### src/rtl/tpu_pkg.sv
// Shared types and defaults for the systolic array front end.
package tpu_pkg;

    localparam int DATA_WIDTH_DEFAULT = 16;
    localparam int CNT_W              = 8;

    typedef enum logic [1:0] {
        IDLE   = 2'd0,
        LOAD_W = 2'd1,
        STREAM = 2'd2,
        DRAIN  = 2'd3
    } feeder_state_e;

endpackage

### src/rtl/systolic_feeder_if.sv
// Batch control, weight/activation beat handshakes and array-facing outputs of the feeder.
interface systolic_feeder_if #(
    parameter int ROWS       = 2,
    parameter int COLS       = 2,
    parameter int DATA_WIDTH = tpu_pkg::DATA_WIDTH_DEFAULT
);
    logic                       start;
    logic [7:0]                 num_vec;
    logic                       w_valid_in;
    logic                       w_ready_out;
    logic [COLS*DATA_WIDTH-1:0] w_data_in;
    logic                       x_valid_in;
    logic                       x_ready_out;
    logic [ROWS*DATA_WIDTH-1:0] x_data_in;
    logic [ROWS-1:0]            load_weight_out;
    logic [COLS*DATA_WIDTH-1:0] weight_out;
    logic [ROWS*DATA_WIDTH-1:0] input_out;
    logic [ROWS-1:0]            pe_valid_out;
    logic                       busy;
    logic                       done;

    modport slave (
        input  start, num_vec, w_valid_in, w_data_in, x_valid_in, x_data_in,
        output w_ready_out, x_ready_out, load_weight_out, weight_out,
               input_out, pe_valid_out, busy, done
    );

    modport master (
        output start, num_vec, w_valid_in, w_data_in, x_valid_in, x_data_in,
        input  w_ready_out, x_ready_out, load_weight_out, weight_out,
               input_out, pe_valid_out, busy, done
    );
endinterface

### src/rtl/systolic_feeder_skew_delay.sv
// Per-row skew line: one input register plus DEPTH further stages of data+valid.
// Latency 1+DEPTH cycles; no backpressure, every cycle advances.
module skew_delay #(
    parameter int DEPTH = 0,
    parameter int WIDTH = 16
) (
    input  logic             clk,
    input  logic             rst,
    input  logic             vld_i,
    input  logic [WIDTH-1:0] dat_i,
    output logic             vld_o,
    output logic [WIDTH-1:0] dat_o
);
    logic             vld_q [DEPTH+1];
    logic [WIDTH-1:0] dat_q [DEPTH+1];

    always_ff @(posedge clk) begin
        if (rst) begin
            for (int i = 0; i <= DEPTH; i++) begin
                vld_q[i] <= 1'b0;
                dat_q[i] <= '0;
            end
        end else begin
            vld_q[0] <= vld_i;
            dat_q[0] <= dat_i;
            for (int i = 1; i <= DEPTH; i++) begin
                vld_q[i] <= vld_q[i-1];
                dat_q[i] <= dat_q[i-1];
            end
        end
    end

    assign vld_o = vld_q[DEPTH];
    assign dat_o = dat_q[DEPTH];
endmodule

### src/rtl/systolic_feeder.sv
// Loads one weight row per PE row, then streams skewed activation vectors into column 0.
// Weight strobe 1 cycle after accept; row r activation 1+r cycles after accept; ready only in its phase.
module systolic_feeder
    import tpu_pkg::*;
#(
    parameter int ROWS       = 2,
    parameter int COLS       = 2,
    parameter int DATA_WIDTH = DATA_WIDTH_DEFAULT
) (
    input  logic              clk,
    input  logic              rst,
    systolic_feeder_if.slave  bus
);
    localparam int                RW      = 3;
    localparam logic [ROWS-1:0]   ROW_ONE = ROWS'(1);

    feeder_state_e              state_q, state_d;
    logic [RW-1:0]              row_cnt_q, row_cnt_d;
    logic [RW-1:0]              drain_cnt_q, drain_cnt_d;
    logic [CNT_W-1:0]           vec_cnt_q, vec_cnt_d;
    logic [CNT_W-1:0]           num_vec_q, num_vec_d;
    logic [ROWS-1:0]            load_weight_q, load_weight_d;
    logic [COLS*DATA_WIDTH-1:0] weight_q, weight_d;
    logic                       done_q, done_d;

    logic w_rdy, x_rdy, w_fire, x_fire;
    logic last_row, last_vec, last_drain;

    assign w_fire     = bus.w_valid_in && w_rdy;
    assign x_fire     = bus.x_valid_in && x_rdy;
    assign last_row   = (row_cnt_q == RW'(ROWS - 1));
    assign last_vec   = ((vec_cnt_q + CNT_W'(1)) == num_vec_q);
    assign last_drain = (drain_cnt_q == RW'(ROWS - 1));

    always_ff @(posedge clk) begin
        if (rst) begin
            state_q <= IDLE;
        end else begin
            state_q <= state_d;
        end
    end

    always_comb begin
        state_d = state_q;
        case (state_q)
            IDLE:    if (bus.start) state_d = LOAD_W;
            LOAD_W:  if (w_fire && last_row) state_d = (num_vec_q == '0) ? DRAIN : STREAM;
            STREAM:  if (x_fire && last_vec) state_d = DRAIN;
            DRAIN:   if (last_drain) state_d = IDLE;
            default: state_d = IDLE;
        endcase
    end

    always_comb begin
        w_rdy = (state_q == LOAD_W);
        x_rdy = (state_q == STREAM);
    end

    always_comb begin
        row_cnt_d   = row_cnt_q;
        vec_cnt_d   = vec_cnt_q;
        drain_cnt_d = drain_cnt_q;
        num_vec_d   = num_vec_q;
        case (state_q)
            IDLE: begin
                if (bus.start) begin
                    num_vec_d   = bus.num_vec;
                    row_cnt_d   = '0;
                    vec_cnt_d   = '0;
                    drain_cnt_d = '0;
                end
            end
            LOAD_W:  if (w_fire) row_cnt_d = row_cnt_q + RW'(1);
            STREAM:  if (x_fire) vec_cnt_d = vec_cnt_q + CNT_W'(1);
            DRAIN:   drain_cnt_d = drain_cnt_q + RW'(1);
            default: ;
        endcase
        load_weight_d = w_fire ? (ROW_ONE << row_cnt_q) : '0;
        weight_d      = w_fire ? bus.w_data_in : weight_q;
        done_d        = (state_q == DRAIN) && last_drain;
    end

    always_ff @(posedge clk) begin
        if (rst) begin
            row_cnt_q     <= '0;
            vec_cnt_q     <= '0;
            drain_cnt_q   <= '0;
            num_vec_q     <= '0;
            load_weight_q <= '0;
            weight_q      <= '0;
            done_q        <= 1'b0;
        end else begin
            row_cnt_q     <= row_cnt_d;
            vec_cnt_q     <= vec_cnt_d;
            drain_cnt_q   <= drain_cnt_d;
            num_vec_q     <= num_vec_d;
            load_weight_q <= load_weight_d;
            weight_q      <= weight_d;
            done_q        <= done_d;
        end
    end

    // Idle cycles inject zero data with valid low so bubbles keep the diagonal aligned.
    logic [ROWS-1:0]                 lane_vld;
    logic [ROWS-1:0][DATA_WIDTH-1:0] lane_dat;

    for (genvar r = 0; r < ROWS; r++) begin : g_row
        logic [DATA_WIDTH-1:0] x_lane;
        assign x_lane = x_fire ? bus.x_data_in[r*DATA_WIDTH +: DATA_WIDTH] : '0;

        skew_delay #(
            .DEPTH (r),
            .WIDTH (DATA_WIDTH)
        ) u_skew (
            .clk   (clk),
            .rst   (rst),
            .vld_i (x_fire),
            .dat_i (x_lane),
            .vld_o (lane_vld[r]),
            .dat_o (lane_dat[r])
        );
    end

    assign bus.w_ready_out     = w_rdy;
    assign bus.x_ready_out     = x_rdy;
    assign bus.busy            = (state_q != IDLE);
    assign bus.done            = done_q;
    assign bus.load_weight_out = load_weight_q;
    assign bus.weight_out      = weight_q;
    assign bus.pe_valid_out    = lane_vld;
    assign bus.input_out       = lane_dat;
endmodule

### src/flat_wrapper.sv
// flat-port wrapper written by rule: the top's interface ports become plain ports
module systolic_feeder_flat import tpu_pkg::*;
#(
    parameter int ROWS       = 2,
    parameter int COLS       = 2,
    parameter int DATA_WIDTH = DATA_WIDTH_DEFAULT
)
  (clk, rst, bus_start, bus_num_vec, bus_w_valid_in, bus_w_data_in, bus_x_valid_in, bus_x_data_in, bus_w_ready_out, bus_x_ready_out, bus_load_weight_out, bus_weight_out, bus_input_out, bus_pe_valid_out, bus_busy, bus_done);
  systolic_feeder_if #(.ROWS(ROWS), .COLS(COLS), .DATA_WIDTH(DATA_WIDTH)) bus_i ();
  input  logic clk;
  input  logic rst;
  input wire logic [$bits(bus_i.start)-1:0] bus_start;
  input wire logic [$bits(bus_i.num_vec)-1:0] bus_num_vec;
  input wire logic [$bits(bus_i.w_valid_in)-1:0] bus_w_valid_in;
  input wire logic [$bits(bus_i.w_data_in)-1:0] bus_w_data_in;
  input wire logic [$bits(bus_i.x_valid_in)-1:0] bus_x_valid_in;
  input wire logic [$bits(bus_i.x_data_in)-1:0] bus_x_data_in;
  output wire logic [$bits(bus_i.w_ready_out)-1:0] bus_w_ready_out;
  output wire logic [$bits(bus_i.x_ready_out)-1:0] bus_x_ready_out;
  output wire logic [$bits(bus_i.load_weight_out)-1:0] bus_load_weight_out;
  output wire logic [$bits(bus_i.weight_out)-1:0] bus_weight_out;
  output wire logic [$bits(bus_i.input_out)-1:0] bus_input_out;
  output wire logic [$bits(bus_i.pe_valid_out)-1:0] bus_pe_valid_out;
  output wire logic [$bits(bus_i.busy)-1:0] bus_busy;
  output wire logic [$bits(bus_i.done)-1:0] bus_done;
  assign bus_i.start = bus_start;
  assign bus_i.num_vec = bus_num_vec;
  assign bus_i.w_valid_in = bus_w_valid_in;
  assign bus_i.w_data_in = bus_w_data_in;
  assign bus_i.x_valid_in = bus_x_valid_in;
  assign bus_i.x_data_in = bus_x_data_in;
  assign bus_w_ready_out = bus_i.w_ready_out;
  assign bus_x_ready_out = bus_i.x_ready_out;
  assign bus_load_weight_out = bus_i.load_weight_out;
  assign bus_weight_out = bus_i.weight_out;
  assign bus_input_out = bus_i.input_out;
  assign bus_pe_valid_out = bus_i.pe_valid_out;
  assign bus_busy = bus_i.busy;
  assign bus_done = bus_i.done;
  systolic_feeder #(.ROWS(ROWS), .COLS(COLS), .DATA_WIDTH(DATA_WIDTH)) u_core (.clk(clk), .rst(rst), .bus(bus_i));
endmodule
### config.mk
export PLATFORM = sky130hd
export DESIGN_NAME = systolic_feeder_flat
export DESIGN_NICKNAME = d
export VERILOG_FILES = /design/src/rtl/tpu_pkg.sv /design/src/rtl/systolic_feeder_if.sv /design/src/rtl/systolic_feeder_skew_delay.sv /design/src/rtl/systolic_feeder.sv /design/src/flat_wrapper.sv
export SDC_FILE = /design/constraint.sdc
export NUM_CORES = 1
export LEC_CHECK = 0
export BUFFER_PORTS_ARGS = -buffer_cell sky130_fd_sc_hd__buf_2
export CORE_ASPECT_RATIO = 1.25
export CORE_MARGIN = 4
export CORE_UTILIZATION = 30
export DETAILED_ROUTE_END_ITERATION = 10
export SLEW_MARGIN = 20
export SYNTH_ARGS = -nofsm -noshare
export SYNTH_HDL_FRONTEND = slang
export SYNTH_SLANG_ARGS = --single-unit
### constraint.sdc
create_clock -name clk -period 3.74 [get_ports clk]
set_clock_uncertainty 0.1 [all_clocks]
set_input_delay 0.374 -clock clk [delete_from_list [all_inputs] [get_ports clk]]
set_output_delay 0.374 -clock clk [all_outputs]
set_load 0.1 [all_outputs]
==> reports/qor.yml <==
io_buffers: 148
antenna_found_initial: 1
detail_route.wl_per_cell_um: 12.9
num_vias: 3385
cts_made_buffers: 9
cts_resized: 0
cp.required_ns: 3.87
cap_violations: 0
syn_avg_cell_area_um2: 8.97
layout_common_cells: "148 x buf_2, 109 x dfxtp_1, 93 x nand2_1"
finalSetupViolations: 0
synth-seq-cells: 109
p_int_mw: 1.98
cp_max_fo: 7
std_cell_rows: 47
tightest_slew_ns: 0.903
cts_tree: "yes"
synth_ff_type: "dfxtp_1"
syn_to_final_growth_pct: 25.6
die_h_um: 138
p_sw_share_pct: 41.7
gr-total-overflow: 0
seq_area_frac_synth_pct: 53.4
synth_area_um2: 4080
rsz0062_at_grt: "false"
switchingPower_mw: 1.42
synth_fp_nets: 541
crit_type: "reg2reg"
clock-sinks: 109
ctsRootBufferMaster: "clkbuf_16"
share_comb_of_total_power_pct: 34.2
critPathSlowestCell: "dfxtp_1"
slew_headroom_pct: 39.8
drc: 0
ctsHoldBuffers: 0
multi_input_area_um2: 1660
finalHoldViolations: 0
drive_above_1_share_pct: 29.4
hold_path.class: "in2reg"
core_um2: 13300
async_flop_share_pct: 0
ir_drop_uv: 295
status: "completed"
dieArea_um2: 15600
ant_nets: 0
grt_pass1_wl_um: 15900
clk_pin_slew_ns: 0.08
cts-htree-levels: 3
track_usage_pct: 12.5
wirelength_um: 9700
num-nets-final: 664
powerDensity_nw_per_um2: 663
vias_per_cell: 4.50
layout_worst_path_cycle_share_pct: 65.8
initial_core_util_pct: 30.7
fin_tns_setup_ns: 0
drt_first_iter_violations: 140
ios: 149
gp_congestion: 0.841
layout_commonest_cell: "buf_2"
regArea_um2: 2180
finish.utilization_pct: 38.6
diodes: 0
p_seq_share_pct: 39.2
postCtsSetupRepairBufs: 0
worstSetupEndpointType: "flip-flop"
clock_latency_ns: 0.33
grt_pass1_vias: 3430
yosysWarnings: 0
grt_max_degree: 50
syn_inst: 455
dp_hpwl_um: 7130
first_pass_iters: 4
max_stage_delay_ns: 0.45
worstPathCellList: "ha_1, and3_4, nand3_1, nor4b_2, nor3_1, o32ai_2, mux2_1"
yosysUniqueCellTypes: 39
die_x_um: 112
power.leakage_nw: 2.30
slew_violations: 0
clock_power_share_pct: 26.5
n_fill_cell: 1421
fmax_ghz: 0.406
clock_path_buffers: 2
crit_path_start_kind: "flip-flop"
fin_crit_ns: 2.46
cp.arrival_ns: 2.59
synth_edf_count: 0
worst max-delay path: cells and delay by family, from the launching register on:
family / cells / cell delay, ns
muxes: 1 / 0.35
adders and majority gates: 1 / 0.33
and+or+nand+nor: 4 / 0.79
DFF: 1 / 0.45
AOI/OAI and AO/OA: 1 / 0.33
layout make-up:
cell class / count / share of cell area (%)
tap: 171 / 4.17
clock inverter: 6 / 1.10
clock buffer: 9 / 4.39
multi-input combinational: 299 / 32.3
sequential: 109 / 42.6
inverter: 8 / 0.586
timing repair buffer: 151 / 14.9
worst paths after layout:
kind                                            from                             endpoint  slack, ns  cells after the start
hold / removal                      bus_x_data_in[9]   u_core.g_row[0].u_skew.dat_q[0][9]       0.13                      2
setup / recovery                 u_core.vec_cnt_q[0]                    u_core.state_q[0]       1.28                      7
setup reg to reg                 u_core.vec_cnt_q[0]                    u_core.state_q[0]       1.28                      7
hold reg to reg   u_core.g_row[1].u_skew.dat_q[0][9]  u_core.g_row[1].u_skew.dat_q[0][25]       0.34                      1
layer usage:
metal | track usage [%] | wire [µm] | share of wire [%] | vias up
met5 | 0 | 13 | 0.13 | -
met4 | 5.57 | 241 | 2.5 | 2
met3 | 4.50 | 731 | 7.5 | 20
met2 | 22.6 | 5060 | 52 | 109
met1 | 12.6 | 3650 | 38 | 1546
li1 | - | - | - | 1708
metrics by stage:
step	instances	cell area, µm²	power (mW)	hold slack, ns	worst slack [ns]
3_5_place_dp	738	4840	2.53	0.324	1.32
5_1_grt	753	5130	3.57	0.112	1.10
4_1_cts	753	5130	3.44	0.113	1.31
3_3_place_gp	738	4840	2.51	0.318	1.37
6_report	753	5130	3.40	0.131	1.28
2_1_floorplan	455	4080	2.31	0.314	1.06
power by group through the flow:
stage,Combinational [mW],Sequential [mW],Clock (mW)
floorplan,0.581,1.73,0
global placement,1.15,1.36,0
detailed placement,1.17,1.36,0
CTS,1.17,1.33,0.939
global route,1.24,1.35,0.982
finish,1.16,1.33,0.902
sequential cells by signal, summed over array words and instances (netlist names):
name	flops
u_core.bus.weight_out	32
u_core.bus.load_weight_out	2
u_core.vec_cnt_q	8
u_core.bus.done	1
u_core.drain_cnt_q	3
u_core.g_row.u_skew.vld_q	2
u_core.num_vec_q	8
u_core.row_cnt_q	3
u_core.g_row.u_skew.dat_q	48
u_core.state_q	2
synthesized netlist by cell type (4+ instances only):
cell / count / share of area [%]
clkbuf_1: 20 / 1.8
and2_1: 35 / 5.4
nor3_1: 6 / 0.74
dfxtp_1: 109 / 53
inv_1: 8 / 0.74
buf_4: 18 / 3.3
xnor2_1: 8 / 1.7
nand3_1: 5 / 0.61
xor2_1: 5 / 1.1
a21oi_1: 55 / 6.7
nand2b_1: 4 / 0.61
nor2b_1: 18 / 2.8
ha_1: 9 / 2.8
o21ai_0: 7 / 0.86
nand2_1: 93 / 8.6
nor2_1: 19 / 1.7
or3_1: 4 / 0.61
cell families after synthesis:
| family | synth area share [%] |
|---|---|
| muxes | 1.01 |
| xor gates and xnor gates | 2.79 |
| DFF | 53.4 |
| buffers and inverters | 6.01 |
| AOI/OAI and AO/OA | 9.68 |
| adders and majority gates | 2.76 |
| and+or+nand+nor | 24.3 |
No activity file was read; power rests on OpenSTA's default activity.
